--- src/rtl/b11_decode.sv ---
// ---------------------------------------------------------------------------
// b11_decode
//
// Purpose:
//   Decoder for a shift-by-key letter cipher. Letters are coded 1..26, and the
//   decoder recovers p = ((c-1-k) mod 26) + 1. The control words 0 and 63 pass
//   through unchanged and advance the key, wrapping from 25 back to 0. Code
//   words 27..62 are invalid. They are dropped, err_flag pulses for one cycle,
//   and the key does not change.
//
//   One word is processed at a time through the states IDLE -> CHECK ->
//   (WRAP)* -> OUT. The mod-26 correction is done iteratively in WRAP, one
//   add of 26 per cycle, so a letter whose difference is negative takes one
//   extra cycle.
//
// Parameters:
//   KEY_INIT   key value loaded at reset (legal range 0..25)
//
// Ports:
//   clock      system clock; all state changes on its rising edge
//   reset      synchronous, active-low reset
//   in_data    6-bit encoded code word
//   in_valid   in_data is valid
//   in_ready   block can accept a word (IDLE only)
//   out_data   6-bit decoded plaintext word
//   out_valid  out_data is valid (OUT only)
//   out_ready  downstream accepts out_data
//   err_flag   one-cycle pulse marking a dropped invalid code word
//   err_cnt    (only with B11_DEC_ERRCNT_EN) 8-bit saturating count of
//              err_flag pulses, cleared by reset
//
// Configuration macro:
//   B11_DEC_ERRCNT_EN  adds the err_cnt port and its counter
// ---------------------------------------------------------------------------
module b11_decode #(
  parameter int unsigned KEY_INIT = 0
) (
  input  logic       clock,
  input  logic       reset,
  input  logic [5:0] in_data,
  input  logic       in_valid,
  output logic       in_ready,
  output logic [5:0] out_data,
  output logic       out_valid,
  input  logic       out_ready,
  output logic       err_flag
`ifdef B11_DEC_ERRCNT_EN
  ,
  output logic [7:0] err_cnt
`endif
);

  typedef enum logic [1:0] {
    IDLE  = 2'd0,
    CHECK = 2'd1,
    WRAP  = 2'd2,
    OUT   = 2'd3
  } state_t;

  localparam logic [4:0] KEY_RESET = 5'(KEY_INIT);
  localparam logic [4:0] KEY_MAX   = 5'd25;

  state_t            state;
  state_t            state_next;
  logic [5:0]        code_q;
  logic [5:0]        code_next;
  logic [4:0]        key_q;
  logic [4:0]        key_next;
  logic signed [6:0] diff_q;
  logic signed [6:0] diff_next;
  logic [5:0]        data_q;
  logic [5:0]        data_next;
  logic              err_q;
  logic              err_next;

  logic              is_control;
  logic              is_letter;

  // Classification of the captured code word
  assign is_control = (code_q == 6'd0) || (code_q == 6'd63);
  assign is_letter  = (code_q >= 6'd1) && (code_q <= 6'd26);

  // Next-state and datapath logic.
  // The difference c-1-k lies in -25..25. A single add of 26 therefore
  // always brings it into range, but WRAP stays generic and loops while
  // the difference is negative.
  always_comb begin
    state_next = state;
    code_next  = code_q;
    key_next   = key_q;
    diff_next  = diff_q;
    data_next  = data_q;
    err_next   = 1'b0;

    case (state)
      IDLE: begin
        if (in_valid) begin
          code_next  = in_data;
          state_next = CHECK;
        end
      end

      CHECK: begin
        if (is_control) begin
          data_next  = code_q;
          key_next   = (key_q < KEY_MAX) ? (key_q + 5'd1) : 5'd0;
          state_next = OUT;
        end else if (is_letter) begin
          diff_next  = $signed({1'b0, code_q}) - $signed({2'b00, key_q}) - 7'sd1;
          state_next = WRAP;
        end else begin
          err_next   = 1'b1;
          state_next = IDLE;
        end
      end

      WRAP: begin
        if (diff_q < 7'sd0) begin
          diff_next = diff_q + 7'sd26;
        end else begin
          data_next  = diff_q[5:0] + 6'd1;
          state_next = OUT;
        end
      end

      OUT: begin
        if (out_ready) begin
          state_next = IDLE;
        end
      end

      default: begin
        state_next = IDLE;
      end
    endcase
  end

  // State and datapath registers; reset discards any word in flight
  always_ff @(posedge clock) begin
    if (!reset) begin
      state  <= IDLE;
      code_q <= 6'd0;
      key_q  <= KEY_RESET;
      diff_q <= 7'sd0;
      data_q <= 6'd0;
      err_q  <= 1'b0;
    end else begin
      state  <= state_next;
      code_q <= code_next;
      key_q  <= key_next;
      diff_q <= diff_next;
      data_q <= data_next;
      err_q  <= err_next;
    end
  end

  // Outputs are gated by reset so they read 0 during any cycle in which
  // reset is held low, even before the first reset edge has been seen.
  assign in_ready  = reset && (state == IDLE);
  assign out_valid = reset && (state == OUT);
  assign out_data  = reset ? data_q : 6'd0;
  assign err_flag  = reset && err_q;

`ifdef B11_DEC_ERRCNT_EN
  logic [7:0] err_cnt_q;

  // Counts on the same edge that raises err_flag; saturates at 255
  always_ff @(posedge clock) begin
    if (!reset) begin
      err_cnt_q <= 8'd0;
    end else if (err_next && (err_cnt_q != 8'hFF)) begin
      err_cnt_q <= err_cnt_q + 8'd1;
    end
  end

  assign err_cnt = err_cnt_q;
`endif

endmodule

--- config.mk ---
export PLATFORM = sky130hd
export DESIGN_NAME = b11_decode
export DESIGN_NICKNAME = d
export VERILOG_FILES = /design/src/rtl/b11_decode.sv
export SDC_FILE = /design/constraint.sdc
export NUM_CORES = 1
export LEC_CHECK = 0
export CORE_UTILIZATION = 45
export DETAILED_ROUTE_END_ITERATION = 12
export GPL_ROUTABILITY_DRIVEN = 0
export GPL_TIMING_DRIVEN = 0
export PLACE_DENSITY = 0.66
export SYNTH_ARGS = -nofsm -noshare
export SYNTH_HDL_FRONTEND = slang
export SYNTH_SLANG_ARGS = --single-unit
--- constraint.sdc ---
create_clock -name clock -period 2.4 [get_ports clock]
set_input_delay 0.48 -clock clock [delete_from_list [all_inputs] [get_ports clock]]
set_output_delay 0.48 -clock clock [all_outputs]
set_load 0.01 [all_outputs]
==> flow_summary.json <==
{
  "cts_tree": "yes",
  "fin_util": 0.5585,
  "power_leakage_nw": 0.7802,
  "ys_ff_latch": 27,
  "power.density_nw_per_um2": 619.1,
  "postSynthCellCount": 206,
  "synthArstFlopShare": 0,
  "fin_crit_sh": 0.9047,
  "yosysTopAreaCellShare": 0.3006,
  "finalWorstSetupSlack_ps": 228.8,
  "netSwitchingPower_uw": 445.1,
  "met2_wirelength_um": 1801,
  "vias": 1485,
  "drtAntennaViolNets": 0,
  "cts_root_buf": "clkbuf_8",
  "synthToLayoutAreaGrowth_pct": 16.28,
  "grt_antenna_before_repair": 0,
  "irDropWorstVdd_mv": 0.3500,
  "end_kind": "output port",
  "n_antenna_cell": 0,
  "grt_pass1_wl_um": 6561,
  "core_area_sq_um": 3744,
  "core.rowCount": 22,
  "fill_cells": 385,
  "viasPerCell": 5.380,
  "totalWireLength_um": 3867,
  "drtIter0Drc": 43,
  "hold_viol_final": 0,
  "clk_pin_slew_ps": 90,
  "portBuffers": 18,
  "synth_nets": 225,
  "final_cell_area_sq_um": 2091,
  "finalCriticalPeriod_ps": 2171,
  "synth_area_sq_um": 1798,
  "status": "completed",
  "grt_setup_unrepaired": "false",
  "cts_htree_levels": 1,
  "seq_area_frac_synth": 0.3006,
  "clk_path_buf_depth": 2,
  "swShare": 0.3439,
  "holdWs_ps": 529.4,
  "synthFlopType": "dfxtp_1",
  "insertion_delay_ps": 280,
  "ys_types": 55,
  "synth_edf_count": 0,
  "seq_power_share": 0.420,
  "nets": 248,
  "crit_path_max_fanout": 10,
  "initial_utilization": 0.4803,
  "drive_gt1_frac": 0.1228,
  "stdcell_count": 276,
  "cap_violations": 0,
  "worst_r2r_path_depth": 8,
  "die_w_um": 65.21,
  "min_path_type": "flip-flop to flip-flop",
  "finalSetupViolations": 0,
  "combPwrFrac": 0.377,
  "dieArea_sq_um": 4252,
  "synth_area_leaders": "dfxtp_1, ha_1, mux2i_1, nand2_1, a21oi_1",
  "dp_cells": 272,
  "wire_per_inst_um": 14.01,
  "power_mw": 1.294,
  "drc_errors": 0,
  "worstPathRequired_ps": 1920,
  "finalMaxSlewViolations": 0,
  "clock.fmax_mhz": 460.6,
  "fin_skew_ps": 2.841,
  "placed_area_sq_um": 2038,
  "io_pins": 19,
  "numCtsBuffers": 3,
  "tightestPinTransition_ps": 578.4,
  "yosysMostFrequentCell": "dfxtp_1",
  "holdPathStages": 2,
  "slew_headroom": 0.6095,
  "critPathArrivalTime_ps": 1690,
  "wl_met1_um": 1879,
  "startpoint_type": "primary input",
  "grt.overflow.total": 0,
  "cts_sinks": 27,
  "intPower_uw": 849.3,
  "yosys.area.top_type": "dfxtp_1",
  "cts_setup_buffers": 0,
  "drt-pass1-iter-count": 4,
  "dp_slack_ps": -766.2,
  "grt_pass1_vias": 1399,
  "grt_max_degree": 15,
  "yosys_warnings": 0,
  "synth_common_cells": "dfxtp_1, nand2_1, a21oi_1",
  "crit_type": "primary input to output port",
  "dr_wl_met3_um": 148,
  "highest_layer": "met4",
  "dieHeight_um": 65.21,
  "avgSynthCellArea_sq_um": 8.728,
  "track_usage": 0.2020,
  "tns_ps": 0,
  "hpwl_um": 2848,
  "clkPwrFrac": 0.203
}
[power groups by stage]
stage,clock [mW],combinational [mW],sequential [mW]
after floorplan,0,0.382,0.539
after global placement,0,0.483,0.552
after detailed placement,0,0.485,0.553
after CTS,0.279,0.489,0.542
after global routing,0.290,0.537,0.549
final,0.263,0.488,0.544
[state kept, by name (all words and copies together) (netlist names), named ones only]
register	count
code_q	6
data_q	6
diff_q	7
err_q	1
key_q	5
state	1
[routing by layer]
layer  vias to the layer above  track usage
li1                        776            -
met1                       670       0.2618
met2                        33       0.3441
met3                         6      0.03646
met4                         0      0.04891
met5                         -            0
[area by class of cell]
type | instances | area (sq um) | area share
Buffer | 12 | 113.9 | 0.05446
Timing Repair Buffer | 18 | 175.2 | 0.08378
Inverter | 9 | 33.78 | 0.01616
Tap cell | 48 | 60.06 | 0.02873
Clock buffer | 4 | 45.04 | 0.02154
Sequential cell | 27 | 540.5 | 0.2585
Multi-Input combinational cell | 158 | 1122 | 0.5368
[critical path: stages]
cell and delay [ps]:
clkbuf_2 150, clkbuf_2 270, nor3b_1 220, clkdlybuf4s50_1 560
[kinds of logic (layout without fill, tap and decap cells)]
logic type | Yosys count | count (layout) | share of synthesized area
simple gates | 76 | 76 | 0.2401
compound gates | 54 | 54 | 0.2178
flops | 27 | 27 | 0.3006
buf+inv | 21 | 43 | 0.07515
mux | 10 | 10 | 0.05567
fa+ha+maj | 9 | 9 | 0.06681
xor+xnor | 9 | 9 | 0.04384
[cell usage in the layout (no fill, tap or decap), types with 3 or more instances in the layout]
cell and instances:
o211ai_1 5, a21oi_1 12, ha_1 8, xor2_1 3
clkbuf_1 3, and2_1 8, o21ai_0 6, nand3_1 8
nor2_1 7, nand2_1 21, xnor2_1 6, buf_6 6
nor2b_1 9, o21ai_1 11, dfxtp_1 27, clkdlybuf4s50_1 17
nor3_1 5, inv_1 9, clkbuf_8 3, mux2i_1 10
[worst paths after layout]
kind,to,slack (ps),start
max,in_ready,230,reset
min,key_q[4]$_SDFFE_PN0P_,530,key_q[4]$_SDFFE_PN0P_
max reg2reg,diff_q[4]$_SDFFE_PN0P_,270,code_q[0]$_SDFFE_PN0P_
min reg2reg,key_q[4]$_SDFFE_PN0P_,530,key_q[4]$_SDFFE_PN0P_
[repair_timing]
action                     4_1_cts  5_1_grt
resized for setup                7        2
hold buffers                     0        0
setup endpoints to repair        5        2
gates cloned                     0        0
Power figures use the tool's default switching activity.
